<file path="src/rtl/neo_video_pkg.sv">
// Shared constants and helpers for the NeoGeo video path dot generators.
package neo_video_pkg;

    localparam int NEO_BPP    = 4;
    localparam int NEO_PIXELS = 8;
    localparam int NEO_LANES  = 2;

    typedef enum logic {
        FMT_PACKED = 1'b0,
        FMT_PLANAR = 1'b1
    } cr_fmt_e;

    function automatic int group_count(input int pixels, input int lanes);
        return pixels / lanes;
    endfunction

    function automatic bit lanes_divide(input int pixels, input int lanes);
        return (lanes > 0) && ((pixels % lanes) == 0);
    endfunction

    localparam bit NEO_DEFAULTS_OK = lanes_divide(NEO_PIXELS, NEO_LANES);

endpackage

</file>
<file path="src/rtl/neo_zmc_dotgen_if.sv">
// Load/pixel bus between a sprite fetcher (master) and the dot generator (slave).
interface neo_zmc_dotgen_if
    import neo_video_pkg::*;
#(
    parameter int BPP    = NEO_BPP,
    parameter int PIXELS = NEO_PIXELS,
    parameter int LANES  = NEO_LANES
);
    logic                    CLK_EN;
    logic                    LOAD;
    logic                    H;
    logic [BPP*PIXELS-1:0]   CR;
    logic [LANES*BPP-1:0]    PIX;
    logic [LANES-1:0]        DOT;
    logic                    VALID;
    logic                    READY;
    logic                    OVF;

    modport master (
        output CLK_EN, LOAD, H, CR,
        input  PIX, DOT, VALID, READY, OVF
    );

    modport slave (
        input  CLK_EN, LOAD, H, CR,
        output PIX, DOT, VALID, READY, OVF
    );
endinterface

</file>
<file path="src/rtl/neo_zmc_unpack.sv">
// Combinational ROM word unpacker: packed or bit-planar CR to a flat pixel array
// (pixel i at pix[i*BPP +: BPP]).
module neo_zmc_unpack
    import neo_video_pkg::*;
#(
    parameter int BPP    = NEO_BPP,
    parameter int PIXELS = NEO_PIXELS,
    parameter int PLANAR = 1
) (
    input  logic [BPP*PIXELS-1:0] cr,
    output logic [BPP*PIXELS-1:0] pix
);
    localparam cr_fmt_e FMT = (PLANAR != 0) ? FMT_PLANAR : FMT_PACKED;

    always_comb begin
        pix = '0;
        for (int i = 0; i < PIXELS; i++) begin
            for (int p = 0; p < BPP; p++) begin
                if (FMT == FMT_PLANAR) begin
                    pix[i*BPP + p] = cr[p*PIXELS + i];
                end else begin
                    pix[i*BPP + p] = cr[i*BPP + p];
                end
            end
        end
    end
endmodule

</file>
<file path="src/rtl/neo_zmc_dotgen.sv">
// Dot generator: one pending ROM word behind an active shift register, emitting
// LANES pixels per enabled cycle with seamless word chaining and sticky overflow.
module neo_zmc_dotgen
    import neo_video_pkg::*;
#(
    parameter int BPP    = NEO_BPP,
    parameter int PIXELS = NEO_PIXELS,
    parameter int LANES  = NEO_LANES,
    parameter int PLANAR = 1,
    parameter int TRANSP = 0
) (
    input  logic             CLK,
    input  logic             nRESET,
    neo_zmc_dotgen_if.slave  bus
);
    localparam int G     = group_count(PIXELS, LANES);
    localparam int W     = BPP * PIXELS;
    localparam int GW    = LANES * BPP;
    localparam int CNT_W = $clog2(G + 1);
    localparam logic [BPP-1:0] TRANSP_PIX = BPP'(TRANSP);

    if (!lanes_divide(PIXELS, LANES)) begin : g_cfg_check
        $error("neo_zmc_dotgen: PIXELS must be a multiple of LANES");
    end

    logic [W-1:0]     unpacked;
    logic [W-1:0]     ordered;
    logic [GW-1:0]    grp;
    logic             emit;

    logic [W-1:0]     pend_q, pend_d;
    logic             pend_v_q, pend_v_d;
    logic [W-1:0]     act_q, act_d;
    logic [CNT_W-1:0] cnt_q, cnt_d;
    logic [GW-1:0]    pix_q, pix_d;
    logic [LANES-1:0] dot_q, dot_d;
    logic             valid_q, valid_d;
    logic             ready_q, ready_d;
    logic             ovf_q, ovf_d;

    neo_zmc_unpack #(
        .BPP    (BPP),
        .PIXELS (PIXELS),
        .PLANAR (PLANAR)
    ) u_unpack (
        .cr  (bus.CR),
        .pix (unpacked)
    );

    // Flip is applied at capture so the active register always shifts out lane order.
    always_comb begin
        ordered = '0;
        for (int i = 0; i < PIXELS; i++) begin
            if (bus.H) begin
                ordered[i*BPP +: BPP] = unpacked[(PIXELS-1-i)*BPP +: BPP];
            end else begin
                ordered[i*BPP +: BPP] = unpacked[i*BPP +: BPP];
            end
        end
    end

    always_comb begin
        pend_d   = pend_q;
        pend_v_d = pend_v_q;
        act_d    = act_q;
        cnt_d    = cnt_q;
        pix_d    = pix_q;
        dot_d    = dot_q;
        valid_d  = valid_q;
        ovf_d    = ovf_q;
        grp      = '0;
        emit     = 1'b0;

        if (bus.CLK_EN) begin
            if (cnt_q != '0) begin
                grp   = act_q[GW-1:0];
                act_d = act_q >> GW;
                cnt_d = cnt_q - CNT_W'(1);
                emit  = 1'b1;
            end else if (pend_v_q) begin
                // Transfer and emit group 0 on the same edge; no bubble between words.
                grp      = pend_q[GW-1:0];
                act_d    = pend_q >> GW;
                cnt_d    = CNT_W'(G - 1);
                pend_v_d = 1'b0;
                emit     = 1'b1;
            end else begin
                valid_d = 1'b0;
                pix_d   = '0;
                dot_d   = '0;
            end
        end

        if (emit) begin
            pix_d   = grp;
            valid_d = 1'b1;
            for (int l = 0; l < LANES; l++) begin
                dot_d[l] = (grp[l*BPP +: BPP] != TRANSP_PIX);
            end
        end

        // pend_v_d is already cleared when the old word leaves this edge.
        if (bus.LOAD) begin
            if (!pend_v_d) begin
                pend_d   = ordered;
                pend_v_d = 1'b1;
            end else begin
                ovf_d = 1'b1;
            end
        end

        ready_d = !pend_v_d;
    end

    always_ff @(posedge CLK) begin
        if (!nRESET) begin
            pend_v_q <= 1'b0;
            cnt_q    <= '0;
            pix_q    <= '0;
            dot_q    <= '0;
            valid_q  <= 1'b0;
            ready_q  <= 1'b1;
            ovf_q    <= 1'b0;
        end else begin
            pend_v_q <= pend_v_d;
            cnt_q    <= cnt_d;
            pix_q    <= pix_d;
            dot_q    <= dot_d;
            valid_q  <= valid_d;
            ready_q  <= ready_d;
            ovf_q    <= ovf_d;
        end
    end

    always_ff @(posedge CLK) begin
        pend_q <= pend_d;
        act_q  <= act_d;
    end

    assign bus.PIX   = pix_q;
    assign bus.DOT   = dot_q;
    assign bus.VALID = valid_q;
    assign bus.READY = ready_q;
    assign bus.OVF   = ovf_q;

endmodule

</file>
<file path="src/flat_wrapper.sv">
// flat-port wrapper written by rule: the top's interface ports become plain ports
module neo_zmc_dotgen_flat import neo_video_pkg::*;
#(
    parameter int BPP    = NEO_BPP,
    parameter int PIXELS = NEO_PIXELS,
    parameter int LANES  = NEO_LANES,
    parameter int PLANAR = 1,
    parameter int TRANSP = 0
)
  (CLK, nRESET, bus_CLK_EN, bus_LOAD, bus_H, bus_CR, bus_PIX, bus_DOT, bus_VALID, bus_READY, bus_OVF);
  neo_zmc_dotgen_if #(.BPP(BPP), .PIXELS(PIXELS), .LANES(LANES)) bus_i ();
  input  logic CLK;
  input  logic nRESET;
  input wire logic [$bits(bus_i.CLK_EN)-1:0] bus_CLK_EN;
  input wire logic [$bits(bus_i.LOAD)-1:0] bus_LOAD;
  input wire logic [$bits(bus_i.H)-1:0] bus_H;
  input wire logic [$bits(bus_i.CR)-1:0] bus_CR;
  output wire logic [$bits(bus_i.PIX)-1:0] bus_PIX;
  output wire logic [$bits(bus_i.DOT)-1:0] bus_DOT;
  output wire logic [$bits(bus_i.VALID)-1:0] bus_VALID;
  output wire logic [$bits(bus_i.READY)-1:0] bus_READY;
  output wire logic [$bits(bus_i.OVF)-1:0] bus_OVF;
  assign bus_i.CLK_EN = bus_CLK_EN;
  assign bus_i.LOAD = bus_LOAD;
  assign bus_i.H = bus_H;
  assign bus_i.CR = bus_CR;
  assign bus_PIX = bus_i.PIX;
  assign bus_DOT = bus_i.DOT;
  assign bus_VALID = bus_i.VALID;
  assign bus_READY = bus_i.READY;
  assign bus_OVF = bus_i.OVF;
  neo_zmc_dotgen #(.BPP(BPP), .PIXELS(PIXELS), .LANES(LANES), .PLANAR(PLANAR), .TRANSP(TRANSP)) u_core (.CLK(CLK), .nRESET(nRESET), .bus(bus_i));
endmodule
</file>
<file path="config.mk">
export PLATFORM = sky130hd
export DESIGN_NAME = neo_zmc_dotgen_flat
export DESIGN_NICKNAME = d
export VERILOG_FILES = /design/src/rtl/neo_video_pkg.sv /design/src/rtl/neo_zmc_dotgen_if.sv /design/src/rtl/neo_zmc_unpack.sv /design/src/rtl/neo_zmc_dotgen.sv /design/src/flat_wrapper.sv
export SDC_FILE = /design/constraint.sdc
export NUM_CORES = 1
export LEC_CHECK = 0
export ABC_AREA = 1
export ABC_CLOCK_PERIOD_IN_PS = 3300
export CAP_MARGIN = 15
export CORE_ASPECT_RATIO = 1.5
export CORE_UTILIZATION = 52
export DETAILED_ROUTE_END_ITERATION = 12
export GPL_ROUTABILITY_DRIVEN = 0
export PLACE_DENSITY = 0.78
export SLEW_MARGIN = 30
export SYNTH_ARGS = -nofsm -noshare
export SYNTH_HDL_FRONTEND = slang
export SYNTH_SLANG_ARGS = --single-unit
</file>
<file path="constraint.sdc">
create_clock -name CLK -period 3.3 [get_ports CLK]
set_input_delay 0.66 -clock CLK [delete_from_list [all_inputs] [get_ports CLK]]
set_output_delay 0.66 -clock CLK [all_outputs]
set_load 0.005 [all_outputs]
</file>
==> results of run 1 <==
==> logic make-up (layout without fill, tap and decap cells) <==
group / Yosys count / count (layout) / share of synthesized area, %
fa+ha+maj: 3 / 3 / 1.20
flops: 73 / 73 / 64.8
buf+inv: 53 / 105 / 7.90
compound gates: 53 / 53 / 9.10
simple gates: 139 / 139 / 17.0
==> layer usage <==
layer	GRT usage, %	share of wire, %	vias to the layer above
met3	5.42	5.1	10
met2	27.3	48	64
met5	0	0	-
li1	-	-	1131
met4	9.53	2.5	0
met1	21.2	44	898
==> cell type report <==
cell class                      instances  area, sq um
Sequential cell                        73         2020
Fill cell                             484         2000
Multi-Input combinational cell        195          856
Timing Repair Buffer                   53          515
Inverter                               36          140
Clock buffer                            9          124
Tap cell                               72         90.1
Clock inverter                          7         37.5
==> stage by stage <==
stage	worst slack [ps]	total power [mW]	instances	util [%]
finish	1010	2.09	445	65.4
detailed placement	635	1.55	429	62.6
global placement	702	1.53	429	62.6
floorplan	507	1.42	321	-
global route	849	2.21	445	65.4
CTS	990	2.12	445	65.4
==> sequential cells by signal, indices dropped and copies added, names as in the netlist <==
| signal | cells |
|---|---|
| u_core.bus.PIX | 8 |
| u_core.act_q | 24 |
| u_core.pend_q | 32 |
| u_core.cnt_q | 3 |
| u_core.bus.DOT | 2 |
| u_core.bus.OVF | 1 |
| u_core.bus.VALID | 1 |
| u_core.pend_v_q | 1 |
| u_core.bus.READY | 1 |
==> worst reg2reg max path, cell delays in order, from the launching register on <==
cell and delay [ps]:
dfxtp_1 300, inv_1 90, ha_1 180, ha_1 390, buf_4 310, inv_6 120
nand2_1 80, nand2_1 60, nand2_1 70, nand2_1 70, nor2_1 100, a21oi_1 60
==> power by group through the flow <==
stage | Clock [mW] | Sequential [mW] | Combinational [mW]
global placement | 0 | 1.17 | 0.356
detailed placement | 0 | 1.18 | 0.368
global route | 0.628 | 1.17 | 0.419
finish | 0.572 | 1.16 | 0.361
CTS | 0.589 | 1.16 | 0.370
floorplan | 0 | 1.17 | 0.253
==> cell usage in the layout (no fill, tap or decap) <==
cell	count
clkinv_2	3
edfxtp_1	56
a21oi_2	1
ha_1	3
a21oi_1	30
a31oi_1	1
o31ai_1	1
nor2_1	18
clkdlybuf4s50_1	48
o21ai_0	18
o21ai_1	1
clkbuf_8	9
clkinvlp_4	2
inv_1	34
nor2_2	1
inv_6	1
dfxtp_1	17
a21oi_4	1
buf_4	4
buf_2	1
clkinv_1	2
inv_2	1
nand2_1	112
nand3_1	8
==> how the worst max path moves through the flow <==
| stage | startpoint | endpoint | cells after the start |
|---|---|---|---|
| floorplan | u_core.cnt_q[0] | u_core.pend_q[0] | 7 |
| global placement | bus_CLK_EN | u_core.act_q[23] | 4 |
| detailed placement | bus_CLK_EN | u_core.act_q[7] | 4 |
| CTS | bus_CLK_EN | u_core.act_q[6] | 4 |
| global route | bus_CLK_EN | u_core.act_q[16] | 4 |
| finish | bus_CLK_EN | u_core.act_q[16] | 4 |
==> results.ini, run 1 <==
[floorplanning]
die_height_um = 96.9
coreArea_sq_um = 5790
placementRows = 34
die_w_um = 65.3
dieArea_sq_um = 6320
initial_utilization_pct = 54.0
io_pins = 50

[worst_setup_path]
crit_fanout = 18
cp_cell_sequence = clkdlybuf4s50_1 -> inv_1 -> a21oi_4 -> buf_4
r2r_cells = 11
slowest_delay_ps = 660
crit_type = primary input to flip-flop
path_delay_family = buffers and inverters
cp_slowest_cell = clkdlybuf4s50_1
end_kind = flip-flop
arrival_ps = 2320
start_kind = primary input
reg2reg_slack_ps = 1350
reg2reg_to = u_core.bus.DOT[0]
cp_num_buf_inv = 3
worstPathRequired_ps = 3320
r2r_start = u_core.cnt_q[0]

[yosys]
synth_top_area_share_pct = 53.9
ys_seq_elements = 73
synthesis.instances = 321
synthFlopType = edfxtp_1
yosys-top-cells-area = edfxtp_1, nand2_1, dfxtp_1
synth_area_sq_um = 3120
syn_area_per_cell_sq_um = 9.73
async_reset_ff_share_pct = 0
syn_nets = 361
yosys.area.top_type = edfxtp_1
synth_edf_count = 56
yosysSeqAreaShare_pct = 64.8
ys_types = 22
yosys_warnings = 0
synth_common_cells = nand2_1, edfxtp_1, inv_1
synth.most_common_cell = nand2_1

[timing]
finalClockSkew_ps = 7.41
slew_viol_final = 0
rsz0062_at_grt = no
period_share_pct = 69.5
fin_tns_setup_ps = 0
hold_ws_ps = 458
hold_violations = 0
fmax_mhz = 436
setup_violations = 0
worst_pin_slew_ps = 844
timing.slew.headroom_pct = 43.7
fin_crit_ps = 2290

[routing]
viasPerCell = 4.73
wire_per_inst_um = 10.8
first_pass_iters = 4
drt_iter0_drc = 85
final_antenna_net_count = 0
routed_wl_mm = 4.79
route.detailed.drc = 0
vias = 2103

[pwr]
clockPowerShare_pct = 27.4
combPwrFrac_pct = 17.3
pwr-share-seq_pct = 55.4
p_leak_nw = 1.60
ir_drop_mv = 0.289
switching_share_pct = 26.4
switching_power_uw = 551
intPower_mw = 1.54
power.density_nw_per_um2 = 552

[finish]
nets = 408
syn_to_final_growth_pct = 21.2
antennaDiodeCount = 0
finalInstanceArea_sq_um = 3780
final_layout_size_suffix_gt1_share_pct = 6.43

[clock_network]
clkLatencyLatePin_ps = 340
cts_tree = yes
cts_root_buf = clkbuf_8
clock_sink_count = 73
htree_levels = 3
clk_pin_slew_ps = 70
post_cts_buffers = 0
cts_made_buffers = 9
cts_buffer_depth = 2
cts_resized = 0
cts_hold_buffers = 0

[place]
portBuffers = 49
place_area_sq_um = 3620
post-dp-hpwl_mm = 3.43

[job]
cap_violations = 0

[min_path]
hp-start = u_core.bus.OVF
hold_depth = 2
holdCritPathClass = flip-flop to flip-flop
min_to = u_core.bus.OVF

[grt]
gr-total-overflow = 0
grt_first_pass_wirelength_mm = 8.18
first_global_vias = 1913
grt_antenna_before_repair = 0
grt_usage_pct = 17.5
grt_max_degree = 65

[status]
status = finished clean

Power figures use the tool's default switching activity.
==> inputs of run 2 (changes only) <==
Settings changed: ABC_CLOCK_PERIOD_IN_PS 3300 to 2100, CORE_UTILIZATION 52 to 48, PLACE_DENSITY 0.78 to 0.76.
Clock period 3.3 ns to 2.1 ns, I/O delays scaled along.
==> run 2 against run 1 <==
  * Critical path depth grew 7
  * Register-to-register slack lost 1000 ps
  * Count of clock-buffer cells in the layout grew 1
  * Critical endpoint is now u_core.bus.DOT[0]
  * Largest cell class unchanged
==> results.ini, run 2 (synthesized netlist as in run 1, its figures left out) <==
[timing]
slew_viol_final = 0  ; unchanged
rsz0062_at_grt = no
fin_tns_setup_ps = 0  ; unchanged
fin_crit_ps = 1790
timing.slew.headroom_pct = 44.3  ; +0.59 points
fmax_mhz = 559
worst_pin_slew_ps = 835  ; -8.83 ps
setup_violations = 0  ; unchanged
period_share_pct = 85.2
hold_violations = 0  ; unchanged
hold_ws_ps = 460  ; +2.33 ps
finalClockSkew_ps = 7.27  ; -0.133 ps

[clock_network]
clk_pin_slew_ps = 70  ; about the same
cts_root_buf = clkbuf_8
cts_made_buffers = 9  ; unchanged
clkLatencyLatePin_ps = 340  ; about the same
post_cts_buffers = 0  ; unchanged
cts_buffer_depth = 2  ; unchanged
cts_tree = yes
htree_levels = 3  ; unchanged
clock_sink_count = 73  ; unchanged
cts_resized = 0  ; unchanged
cts_hold_buffers = 0  ; unchanged

[routing]
routed_wl_mm = 5.04  ; +5.2%
route.detailed.drc = 0  ; unchanged
viasPerCell = 4.78  ; +1.2%
drt_iter0_drc = 83  ; -2.4%
wire_per_inst_um = 11.2  ; +4.3%
first_pass_iters = 4  ; unchanged
vias = 2148  ; +2.1%
final_antenna_net_count = 0  ; unchanged

[place]
portBuffers = 49  ; unchanged
post-dp-hpwl_mm = 3.58  ; +4.4%
place_area_sq_um = 3670  ; +1.3%

[floorplanning]
initial_utilization_pct = 50.2  ; -3.8 points
placementRows = 35  ; +2.9%
dieArea_sq_um = 6840  ; +8.1%
coreArea_sq_um = 6220  ; +7.5%
io_pins = 50  ; unchanged
die_w_um = 67.8  ; +4.0%
die_height_um = 101  ; +4.0%

[finish]
fillers = 524  ; +8.3%
final_core_util_pct = 62.0  ; -3.4 points
regMostFlops = u_core.pend_q
largest_reg_flops = 32  ; unchanged
nets = 410  ; +0.49%
final_layout_size_suffix_gt1_share_pct = 6.93  ; +0.50 points
antennaDiodeCount = 0  ; unchanged
layout_commonest_cell = nand2_1
finalInstanceArea_sq_um = 3860  ; +1.9%
final_cell_mix = nand2_1, edfxtp_1, clkdlybuf4s50_1
syn_to_final_growth_pct = 23.6

[pwr]
total_power_mw = 3.45  ; +65%
p_leak_nw = 1.63  ; +1.8%
ir_drop_mv = 0.446  ; +54%
power.density_nw_per_um2 = 894  ; +62%

[status]
status = finished clean

[grt]
grt_max_degree = 65  ; unchanged
first_global_vias = 1844  ; -3.6%
grt_first_pass_wirelength_mm = 8.36  ; +2.3%
gr-total-overflow = 0  ; unchanged
grt_usage_pct = 17.1  ; -0.39 points
grt_antenna_before_repair = 0  ; unchanged

[worst_setup_path]
crit_type = flip-flop to flip-flop
end_kind = flip-flop
path_delay_family = adder cells
crit_top_cell = nand2_1
worstPathRequired_ps = 2320  ; -1000 ps
crit_start = u_core.cnt_q[0]
crit_fanout = 25  ; +7
arrival_ps = 2010  ; -310 ps
slowest_delay_ps = 320  ; -340 ps
start_kind = flip-flop
cp_cell_sequence = inv_1 -> ha_1 -> ha_1 -> buf_4 -> inv_6 -> nand2_1 -> nand2_1 -> nand2_1 -> nand2_1 -> nor2_1 -> a21oi_1
cp_slowest_cell = ha_1
r2r_start = u_core.cnt_q[0]
cp_num_buf_inv = 3  ; unchanged

[min_path]
holdCritPathClass = flip-flop to flip-flop
hp-start = u_core.bus.OVF

[job]
cap_violations = 0  ; unchanged

## run 2: worst register-to-register path, delay by kind of cell, from the launching register on
| family | cells | cell delay [ps] |
|---|---|---|
| AO/OA/AOI/OAI | 1 | 60 |
| adder cells (fa/ha/maj) | 2 | 500 |
| buffers and inverters | 3 | 450 |
| flip-flops | 1 | 300 |
| AND/OR/NAND/NOR | 5 | 370 |
## run 2: cell type report
class	count	area, sq um	share of cell area, %
inverters	36	140	3.63
clock buffers	10	128	3.31
multi-input cells	195	861	22.3
well taps	74	92.6	2.40
flip-flops and latches	73	2020	52.4
repair buffers	55	556	14.4
clock inverters	6	58.8	1.52
## run 2: worst paths after layout
check	slack (ps)	cells past startpoint	to
setup / recovery	310	11	u_core.bus.DOT[0]
hold / removal	460	2	u_core.bus.OVF
setup reg to reg	310	11	u_core.bus.DOT[0]
hold reg to reg	460	2	u_core.bus.OVF
## run 2: metal layers
layer  part of all wire, %  track usage, %  vias to the layer above
met5                     0               0                        -
met4                   2.5            9.13                        0
met3                   4.1            4.41                       12
met2                    49            26.8                       60
met1                    44            21.3                      942
li1                      -               -                     1134
## run 2: report_power, final
group / leakage [nW] / total, mW / switching, mW / internal (mW)
Sequential: 0.679 / 1.82 / 0.0526 / 1.77
Clock: 0.0897 / 1.04 / 0.496 / 0.540
Combinational: 0.859 / 0.592 / 0.339 / 0.253
Total: 1.63 / 3.45 / 0.887 / 2.56
## run 2: per-stage QoR
step                worst slack [ps]  instances
floorplan                        192        321
global placement                 218        433
detailed placement               181        433
CTS                              311        449
global route                    96.2        449
finish                           311        449
==> inputs of run 3 (changes only) <==
Settings changed: ABC_CLOCK_PERIOD_IN_PS 2100 to 1950, CORE_UTILIZATION 48 to 52, PLACE_DENSITY 0.76 to 0.78, SKIP_CTS_REPAIR_TIMING set to 1.
Clock period 2.1 ns to 1.95 ns, I/O delays scaled along.
==> run 3 against run 2 <==
  * Non-clock buffer count increased by 2
  * Die area decreased by 7.5%
  * First-iteration DRC count unchanged
  * Count of clock-buffer cells in the layout increased by 4
  * Maximum frequency increased by 6.5%
  * Worst hold slack got worse by 3.2 ps
  * Critical endpoint unchanged
  * Critical path type unchanged
  * Highest routed layer unchanged
==> results.ini, run 3 (synthesized netlist as in run 1, its figures left out) <==
[grt]
grt_usage_pct = 18.0  ; +0.86 points
grt_antenna_before_repair = 0  ; unchanged
grt_first_pass_wirelength_mm = 8.46  ; +1.2%
grt_max_degree = 65  ; unchanged
first_global_vias = 1932  ; +4.8%
gr-total-overflow = 0  ; unchanged

[pwr]
power.density_nw_per_um2 = 967  ; +8.2%
ir_drop_mv = 0.517  ; +16%
p_leak_nw = 1.64  ; +0.84%

[worst_setup_path]
crit_fanout = 25  ; unchanged
arrival_ps = 1940  ; -70 ps
end_kind = flip-flop
r2r_start = u_core.cnt_q[0]
crit_type = flip-flop to flip-flop
reg2reg_slack_ps = 270  ; -40 ps
crit_start = u_core.cnt_q[0]
reg2reg_to = u_core.bus.DOT[0]
r2r_cells = 11  ; unchanged
crit_end = u_core.bus.DOT[0]
worstPathRequired_ps = 2210  ; -110 ps
start_kind = flip-flop

[timing]
hold_violations = 0  ; unchanged
finalClockSkew_ps = 12.5  ; +5.18 ps
worst_pin_slew_ps = 479  ; -356 ps
fin_tns_setup_ps = 0  ; unchanged
layout_setup_ws_ps = 270  ; -41.5 ps
period_share_pct = 86.2  ; +0.99 points
rsz0062_at_grt = no
fmax_mhz = 595  ; +6.5%
fin_crit_ps = 1680  ; -108 ps
timing.slew.headroom_pct = 68.1  ; +24 points
setup_violations = 0  ; unchanged
slew_viol_final = 0  ; unchanged

[finish]
fillers = 475  ; -9.4%
regMostFlops = u_core.pend_q
syn_to_final_growth_pct = 24.2
nets = 412  ; +0.49%
antennaDiodeCount = 0  ; unchanged
final_layout_size_suffix_gt1_share_pct = 7.16  ; +0.23 points
layout_commonest_cell = nand2_1
largest_reg_flops = 32  ; unchanged
final_core_util_pct = 67.0  ; +5.0 points
final_cell_mix = nand2_1, edfxtp_1, clkdlybuf4s50_1

[floorplanning]
coreArea_sq_um = 5790  ; -7.0%
dieArea_sq_um = 6320  ; -7.5%
placementRows = 34  ; -2.9%
initial_utilization_pct = 54.0  ; +3.8 points
die_height_um = 96.9  ; -3.8%
die_w_um = 65.3  ; -3.8%
io_pins = 50  ; unchanged

[clock_network]
clkLatencyLatePin_ps = 330  ; about the same
cts_root_buf = clkbuf_8
cts_buffer_depth = 2  ; unchanged
cts_tree = yes
clock_sink_count = 73  ; unchanged
cts_made_buffers = 9  ; unchanged
clk_pin_slew_ps = 80  ; about the same
htree_levels = 3  ; unchanged

[routing]
viasPerCell = 4.78  ; unchanged
final_antenna_net_count = 0  ; unchanged
first_pass_iters = 4  ; unchanged
routed_wl_mm = 4.97  ; -1.3%
vias = 2148  ; unchanged
wire_per_inst_um = 11.1  ; -1.3%
route.detailed.drc = 0  ; unchanged
drt_iter0_drc = 83  ; unchanged

[job]
cap_violations = 0  ; unchanged

[place]
post-dp-hpwl_mm = 3.60  ; +0.69%
dp_slack_ps = 213  ; +31.2 ps
portBuffers = 49  ; unchanged

[min_path]
hp-start = u_core.bus.OVF
holdCritPathClass = flip-flop to flip-flop

[status]
status = finished clean

[run 3: cell count changes in the layout (fill, tap and decap cells not counted), sizes merged]
cell | previous run | this run
clkinv | 3 | 1
clkinvlp | 2 | 0
clkbuf | 10 | 14
buf | 7 | 9
[run 3: metal layers]
metal / vias up / GRT usage (%) / wire [um]
li1: 1143 / - / -
met1: 934 / 22.2 / 2180
met2: 62 / 28.1 / 2500
met3: 9 / 5.07 / 209
met4: 0 / 9.70 / 85
met5: - / 0 / 0
[run 3: worst min-delay path by stage]
stage | cells past startpoint | endpoint
floorplan | 2 | u_core.bus.OVF
global placement | 2 | u_core.bus.OVF
detailed placement | 2 | u_core.bus.OVF
CTS | 2 | u_core.bus.OVF
global route | 2 | u_core.bus.OVF
finish | 2 | u_core.bus.OVF
[run 3: layout make-up]
type,count,area (sq um),share of cell area [%]
flip-flops and latches,73,2020,52.1
clock inverters,2,38.8,1.00
well taps,72,90.1,2.32
clock buffers,14,153,3.94
repair buffers,57,571,14.7
multi-input cells,195,863,22.3
inverters,36,140,3.61
[run 3: metrics by stage]
step	instance area (sq um)	hold slack (ps)	std cells	power, mW
final	3880	457	449	3.75
after global routing	3880	480	449	3.96
after CTS	3870	466	449	3.78
after detailed placement	3680	454	433	2.65
after global placement	3680	436	433	2.61
after floorplan	3130	447	321	2.41
[run 3: where the power goes]
part	internal (mW)	switching (mW)	total, mW
clock network	0.632	0.510	1.14
logic	0.282	0.364	0.646
registers	1.90	0.0583	1.96
[run 3: critical path, stage by stage, from the launching register on]
cell	delay (ps)
dfxtp_1	310
inv_1	60
ha_1	210
ha_2	230
buf_4	190
inv_6	160
nand2_1	70
nand2_1	70
nand2_1	60
nand2_1	90
nor2_1	40
a21oi_1	100
